## src/rtl/freq_pkg.sv

```systemverilog
// Shared definitions for the frequency-meter measurement sequencer.
// Latency: n/a (types, constants and a combinational lookup only).
// Backpressure: n/a.
package freq_pkg;

  // Sequencer states, kept as plain constants so older tools see fixed codes.
  typedef logic [2:0] state_t;
  localparam state_t ST_IDLE   = 3'd0;
  localparam state_t ST_CLR    = 3'd1;
  localparam state_t ST_GATE   = 3'd2;
  localparam state_t ST_SETTLE = 3'd3;
  localparam state_t ST_DECIDE = 3'd4;
  localparam state_t ST_LATCH  = 3'd5;

  // Gate-time ranges.
  localparam logic [1:0] RANGE_1S    = 2'd0;
  localparam logic [1:0] RANGE_100MS = 2'd1;
  localparam logic [1:0] RANGE_10MS  = 2'd2;

  // Gate counter holds up to 999 ms: ceil(log2(1000)) bits.
  localparam int GATE_CNT_W = 10;

  // Gate length in 1 ms ticks for a range; code 3 is treated as 10 ms.
  function automatic logic [GATE_CNT_W-1:0] gate_ms(input logic [1:0] rng);
    case (rng)
      RANGE_1S:    gate_ms = 10'd1000;
      RANGE_100MS: gate_ms = 10'd100;
      default:     gate_ms = 10'd10;
    endcase
  endfunction

endpackage

```

## src/rtl/ms_tick_gen.sv

```systemverilog
// 1 ms timebase: divides the system clock by TICK_DIV while i_run is high.
// Latency: first tick TICK_DIV-1 clocks after i_run rises. Backpressure: none.
// Ports: clock, reset (sync, active-high), i_run (count enable, low = hold at 0), o_tick (1-clock pulse).
module ms_tick_gen #(
  parameter int TICK_DIV = 50000
) (
  input  logic clock,
  input  logic reset,
  input  logic i_run,
  output logic o_tick
);

  localparam int W = (TICK_DIV > 1) ? $clog2(TICK_DIV) : 1;
  localparam logic [W-1:0] LAST = W'(TICK_DIV - 1);

  logic [W-1:0] r_cnt;

  // Held at zero whenever not running, so every gate starts on an exact ms boundary.
  always_ff @(posedge clock) begin
    if (reset || !i_run) begin
      r_cnt <= '0;
    end else if (r_cnt == LAST) begin
      r_cnt <= '0;
    end else begin
      r_cnt <= r_cnt + W'(1);
    end
  end

  assign o_tick = i_run && (r_cnt == LAST);

endmodule

```

## src/rtl/sync_2ff.sv

```systemverilog
// Two-flop synchronizer for a single-bit level from another clock domain.
// Latency: 2 clocks. Backpressure: none.
// Ports: clock, reset (sync, active-high), i_d (async level in), o_q (synced out).
module sync_2ff (
  input  logic clock,
  input  logic reset,
  input  logic i_d,
  output logic o_q
);

  logic r_meta;
  logic r_q;

  always_ff @(posedge clock) begin
    if (reset) begin
      r_meta <= 1'b0;
      r_q    <= 1'b0;
    end else begin
      r_meta <= i_d;
      r_q    <= r_meta;
    end
  end

  assign o_q = r_q;

endmodule

```

## src/rtl/freq_gate_seq.sv

```systemverilog
// Measurement sequencer: clear/gate/latch timing for the BCD counter chain with auto-ranging.
// Latency: latch-to-latch = 1 + GATE_MS*TICK_DIV + SETTLE + 2 clocks at steady state.
// Backpressure: hold stalls in IDLE after the running measurement completes.
// Ports: clock, reset (sync, active-high), hold, ovf/under (async flags from the counter domain),
//        clear, enable, latch, range[1:0], meas_valid, busy.
// Optional: MANUAL_RANGE_EN adds auto_n and man_range[1:0] for a manually selected gate time.
module freq_gate_seq
  import freq_pkg::*;
#(
  parameter int TICK_DIV    = 50000,
  parameter int SETTLE      = 4,
  parameter int START_RANGE = 0
) (
  input  logic       clock,
  input  logic       reset,
  input  logic       hold,
  input  logic       ovf,
  input  logic       under,
`ifdef MANUAL_RANGE_EN
  input  logic       auto_n,
  input  logic [1:0] man_range,
`endif
  output logic       clear,
  output logic       enable,
  output logic       latch,
  output logic [1:0] range,
  output logic       meas_valid,
  output logic       busy
);

  localparam int SW = $clog2(SETTLE + 1);
  localparam logic [SW-1:0] SETTLE_LAST = SW'(SETTLE - 1);
  localparam logic [1:0]    RANGE_RST   = 2'(START_RANGE);

  state_t                r_state;
  state_t                w_next;
  logic [1:0]            r_range;
  logic [GATE_CNT_W-1:0] r_ms_cnt;
  logic [SW-1:0]         r_set_cnt;
  logic                  r_meas_valid;
  logic                  r_down;
  logic                  w_ovf_s;
  logic                  w_under_s;
  logic                  w_tick;
  logic                  w_in_gate;
  logic                  w_gate_done;
  logic                  w_auto;
  logic                  w_step_up;

  sync_2ff u_sync_ovf   (.clock(clock), .reset(reset), .i_d(ovf),   .o_q(w_ovf_s));
  sync_2ff u_sync_under (.clock(clock), .reset(reset), .i_d(under), .o_q(w_under_s));

  assign w_in_gate = (r_state == ST_GATE);

  ms_tick_gen #(.TICK_DIV(TICK_DIV)) u_tick (
    .clock  (clock),
    .reset  (reset),
    .i_run  (w_in_gate),
    .o_tick (w_tick)
  );

`ifdef MANUAL_RANGE_EN
  assign w_auto = ~auto_n;
`else
  assign w_auto = 1'b1;
`endif

  assign w_gate_done = w_tick && (r_ms_cnt == gate_ms(r_range) - GATE_CNT_W'(1));
  // Overflow below the shortest gate throws the result away and retries one range faster.
  assign w_step_up   = w_auto && w_ovf_s && (r_range < RANGE_10MS);

  always_comb begin
    w_next = r_state;
    case (r_state)
      ST_IDLE:   if (!hold) w_next = ST_CLR;
      ST_CLR:    w_next = ST_GATE;
      ST_GATE:   if (w_gate_done) w_next = ST_SETTLE;
      ST_SETTLE: if (r_set_cnt == SETTLE_LAST) w_next = ST_DECIDE;
      ST_DECIDE: w_next = w_step_up ? ST_CLR : ST_LATCH;
      ST_LATCH:  w_next = hold ? ST_IDLE : ST_CLR;
      default:   w_next = ST_IDLE;
    endcase
  end

  always_ff @(posedge clock) begin
    if (reset) begin
      r_state      <= ST_IDLE;
      r_range      <= RANGE_RST;
      r_ms_cnt     <= '0;
      r_set_cnt    <= '0;
      r_meas_valid <= 1'b0;
      r_down       <= 1'b0;
    end else begin
      r_state <= w_next;

      if (!w_in_gate) begin
        r_ms_cnt <= '0;
      end else if (w_tick) begin
        r_ms_cnt <= r_ms_cnt + GATE_CNT_W'(1);
      end

      if (r_state == ST_SETTLE) begin
        r_set_cnt <= r_set_cnt + SW'(1);
      end else begin
        r_set_cnt <= '0;
      end

      case (r_state)
        ST_DECIDE: begin
          // Flags are only trusted here, with the counter frozen; ovf beats under.
          r_down <= w_auto && w_under_s && !w_ovf_s && (r_range != RANGE_1S);
          if (w_step_up) r_range <= r_range + 2'd1;
        end
        ST_LATCH: begin
          r_meas_valid <= 1'b1;
          if (r_down) r_range <= r_range - 2'd1;
        end
        default: ;
      endcase

`ifdef MANUAL_RANGE_EN
      // Manual gate time is picked up only as a new measurement starts.
      if (auto_n && (w_next == ST_CLR) && (r_state != ST_CLR)) begin
        r_range <= (man_range == 2'd3) ? RANGE_10MS : man_range;
      end
`endif
    end
  end

  assign clear      = (r_state == ST_IDLE) || (r_state == ST_CLR);
  assign enable     = w_in_gate;
  assign latch      = (r_state == ST_LATCH);
  assign busy       = (r_state != ST_IDLE);
  assign range      = r_range;
  assign meas_valid = r_meas_valid;

endmodule

```

## config.mk

```make
export PLATFORM = sky130hd
export DESIGN_NAME = freq_gate_seq
export DESIGN_NICKNAME = d
export VERILOG_FILES = /design/src/rtl/freq_pkg.sv /design/src/rtl/ms_tick_gen.sv /design/src/rtl/sync_2ff.sv /design/src/rtl/freq_gate_seq.sv
export SDC_FILE = /design/constraint.sdc
export NUM_CORES = 1
export LEC_CHECK = 0
export ABC_CLOCK_PERIOD_IN_PS = 1800
export BUFFER_PORTS_ARGS = -buffer_cell sky130_fd_sc_hd__clkbuf_2
export CELL_PAD_IN_SITES_DETAIL_PLACEMENT = 1
export CELL_PAD_IN_SITES_GLOBAL_PLACEMENT = 2
export CORE_ASPECT_RATIO = 0.75
export CORE_MARGIN = 2
export CORE_UTILIZATION = 33
export DETAILED_ROUTE_END_ITERATION = 10
export PLACE_DENSITY = 0.73
export SLEW_MARGIN = 20
export SYNTH_ARGS = -nofsm -noshare
export SYNTH_HDL_FRONTEND = slang
export SYNTH_SLANG_ARGS = --single-unit
```

## constraint.sdc

```tcl
create_clock -name clock -period 1.8 [get_ports clock]
set_input_delay 0.09 -clock clock [delete_from_list [all_inputs] [get_ports clock]]
set_output_delay 0.09 -clock clock [all_outputs]
set_load 0.01 [all_outputs]
```

==> flow_summary.toml <==
[run_status]
status = "complete, no violations"

[grt]
track_usage = 0.155
antenna_found_initial = 0
first_global_vias = 1650
grt_max_degree = 16
overflow = 0
grt_pass1_wl_um = 8110

[timing]
fmax_mhz = 561
fin_crit_sh = 0.990
final.setup_skew_ns = 0.00670
tightest_slew_ns = 0.417
hold_violations = 0
post-route-min-period_ns = 1.78
tns_ns = 0
setup_violations = 0
final_max_slew_viol_count = 0
grt_setup_unrepaired = "yes"
relSlewSlack = 0.719

[cts]
cts_buffer_depth = 2
htree_levels = 2
clock-sinks = 40
cts_root_buf = "clkbuf_8"
clock_latency_ns = 0.29
cts_buffers = 5
cts.clk_slew.worst_paths_ns = 0.08
cts_tree = "built"

[floorplan]
placementRows = 24
coreArea_mm2 = 0.00577
initial_core_util = 0.340
die_area_mm2 = 0.00658
io_pins = 12
die_w_um = 93.0
die_y_um = 70.8

[logic_synthesis]
yosysUniqueCellTypes = 37
synth_top_family_by_area = "simple AND/OR/NAND/NOR gates"
synthAdderAreaFrac = 0.0638
synth_compound_area_frac = 0.0842
synth_top_cell_by_area = "dfxtp_1"
synth-simple-area-share = 0.301
syn_avg_cell_area_um2 = 8.84
ys_warn_count = 0
synth_mux_area_frac = 0.0153
synthArstFlopShare = 0
synth-seq-area-share = 0.408
synth_top_area_frac = 0.408
synth_area_mm2 = 0.00196
netlist_instances = 222
syn_nets = 237
synthTopCellsByArea = "dfxtp_1, ha_1, xnor2_1"
ys_seq_elements = 40
synth_xor_area_frac = 0.0938
ys.flop_type = "dfxtp_1"
synth_edf_count = 0

[critical_path]
crit_path_end_kind = "flop"
cp.buffers_inverters = 2
max_stage_delay_ns = 0.53
cpMaxStageDelayCell = "or4_1"
critPathKind = "reg2reg"
worstPathArrival_ns = 2.00
crit_fanout = 4
cp_common_cell = "ha_4"
cp.required_ns = 2.02
cp.depth = 8
cpLargestDelayFamily = "simple AND/OR/NAND/NOR gates"
crit_chain = "inv_6, ha_4, inv_2, ha_4, nor3b_2, xor2_1, or4_1, a21oi_1"
reg2regPathDepth = 8
start_kind = "flop"

[hold_path]
hold_depth = 2
hold_class = "in2reg"

[routing]
drt-vias-per-instance = 4.86
ant_nets = 0
drcViolationCount = 0
wire_per_inst_um = 14.2
vias = 1652
routed_wl_um = 4820
first_pass_iters = 4
first_iter_violations = 30

[placement]
gp_congestion = 0.749
io_buffer_count = 11
dp_hpwl_um = 3550

[power_and_ir_drop]
internal-power_w = 0.00131
switching_share = 0.232
power_frac_seq = 0.531
comb_power_share = 0.075
p_per_area_mw_per_mm2 = 671
switchingPower_w = 0.000395
p_leak_nw = 0.958
power.share.clock = 0.394
peakVddDrop_v = 0.000556

[layout]
final_cell_mix = "dfxtp_1, nor2_1, buf_4"
final_common_cell = "dfxtp_1"
finalCoreUtilization = 0.440
nets = 276
n_antenna_cell = 0
drive_gt1_frac = 0.282
syn2layout_area_growth_pct = 29.3
fillers = 702

[flow_run]
maxCapViolCount = 0
[routing by layer]
metal	wire (um)	share of wire	vias up	GRT usage
li1	-	-	860	-
met1	2720	0.57	779	0.238
met2	1960	0.41	11	0.223
met3	114	0.024	2	0.0351
met4	15	0.0031	0	0.0245
met5	0	0	-	0
[worst reg2reg max path, cell delays in order (launching register included)]
cell	delay, ns
dfxtp_4	0.36
inv_6	0.07
ha_4	0.13
inv_2	0.06
ha_4	0.16
nor3b_2	0.17
xor2_1	0.10
or4_1	0.53
a21oi_1	0.14
[layout make-up]
cell class | count | area [um2] | share of cell area
clock buffer | 7 | 97.6 | 0.0385
clock inverter | 1 | 5.00 | 0.00197
inverter | 11 | 51.3 | 0.0202
multi-input combinational | 166 | 1210 | 0.476
sequential | 40 | 815 | 0.321
tap | 78 | 97.6 | 0.0385
timing repair buffer | 37 | 263 | 0.104
[per-stage QoR]
step	power [W]	cells	hold WS (ns)	setup slack [ns]	cell area (um2)
2_1_floorplan	0.000994	222	0.218	0.0124	2000
3_3_place_gp	0.00105	330	0.297	-0.00141	2330
3_5_place_dp	0.00105	330	0.312	-0.0462	2330
4_1_cts	0.00173	338	0.00758	0.000521	2450
5_1_grt	0.00179	340	0.0318	-0.0369	2540
6_report	0.00170	340	0.00934	0.0187	2540
[final timing paths]
kind	slack (ns)	end	start
worst max-delay path	0.02	r_state[0]	range[1]
worst min-delay path	0.009	u_sync_ovf.r_meta	ovf
worst max register to register	0.02	r_state[0]	range[1]
worst min register to register	0.43	r_set_cnt[0]	r_set_cnt[0]
[flip-flops by register name, summed over array words and instances, names as in the netlist, 2 cells and up]
register,count
r_set_cnt,3
u_tick.r_cnt,16
range,2
r_state,3
r_ms_cnt,10
[power groups by stage]
stage          registers (W)   logic, W  clock network, W
2_1_floorplan       0.000922  0.0000724                 0
3_3_place_gp        0.000924   0.000126                 0
3_5_place_dp        0.000924   0.000127                 0
4_1_cts             0.000903   0.000128          0.000699
5_1_grt             0.000906   0.000144          0.000738
6_report            0.000903   0.000128          0.000671
[repair_timing]
item,CTS,global route
resized for setup,4,16
pin swaps,3,2
gates cloned,0,1
setup buffers,0,1
setup endpoints to repair,6,9
hold buffers,0,0
[Yosys cell counts (all sizes together), types with 2 or more instances]
library cell / instances
dfxtp: 40
nor2: 32
xnor2: 14
a21oi: 13
nand2: 13
inv: 11
ha: 10
nand3: 10
xor2: 7
nor4: 6
o21ai: 6
or3: 6
or4: 6
nor2b: 5
clkbuf: 4
nand4: 4
nor3b: 4
o31ai: 4
and3: 3
mux2i: 3
nor3: 3
a2bb2oi: 2
and4b: 2
and4bb: 2
buf: 2
nand2b: 2
[cells by family (layout without fill, tap and decap cells)]
logic type	Yosys count	count (layout)
AND/OR/NAND/NOR	103	104
AO/OA/AOI/OAI	28	28
XOR/XNOR	21	21
buffers and inverters	17	56
multiplexers	3	3
adder cells (fa/ha/maj)	10	10
flip-flops	40	40
Power figures use the tool's default switching activity.
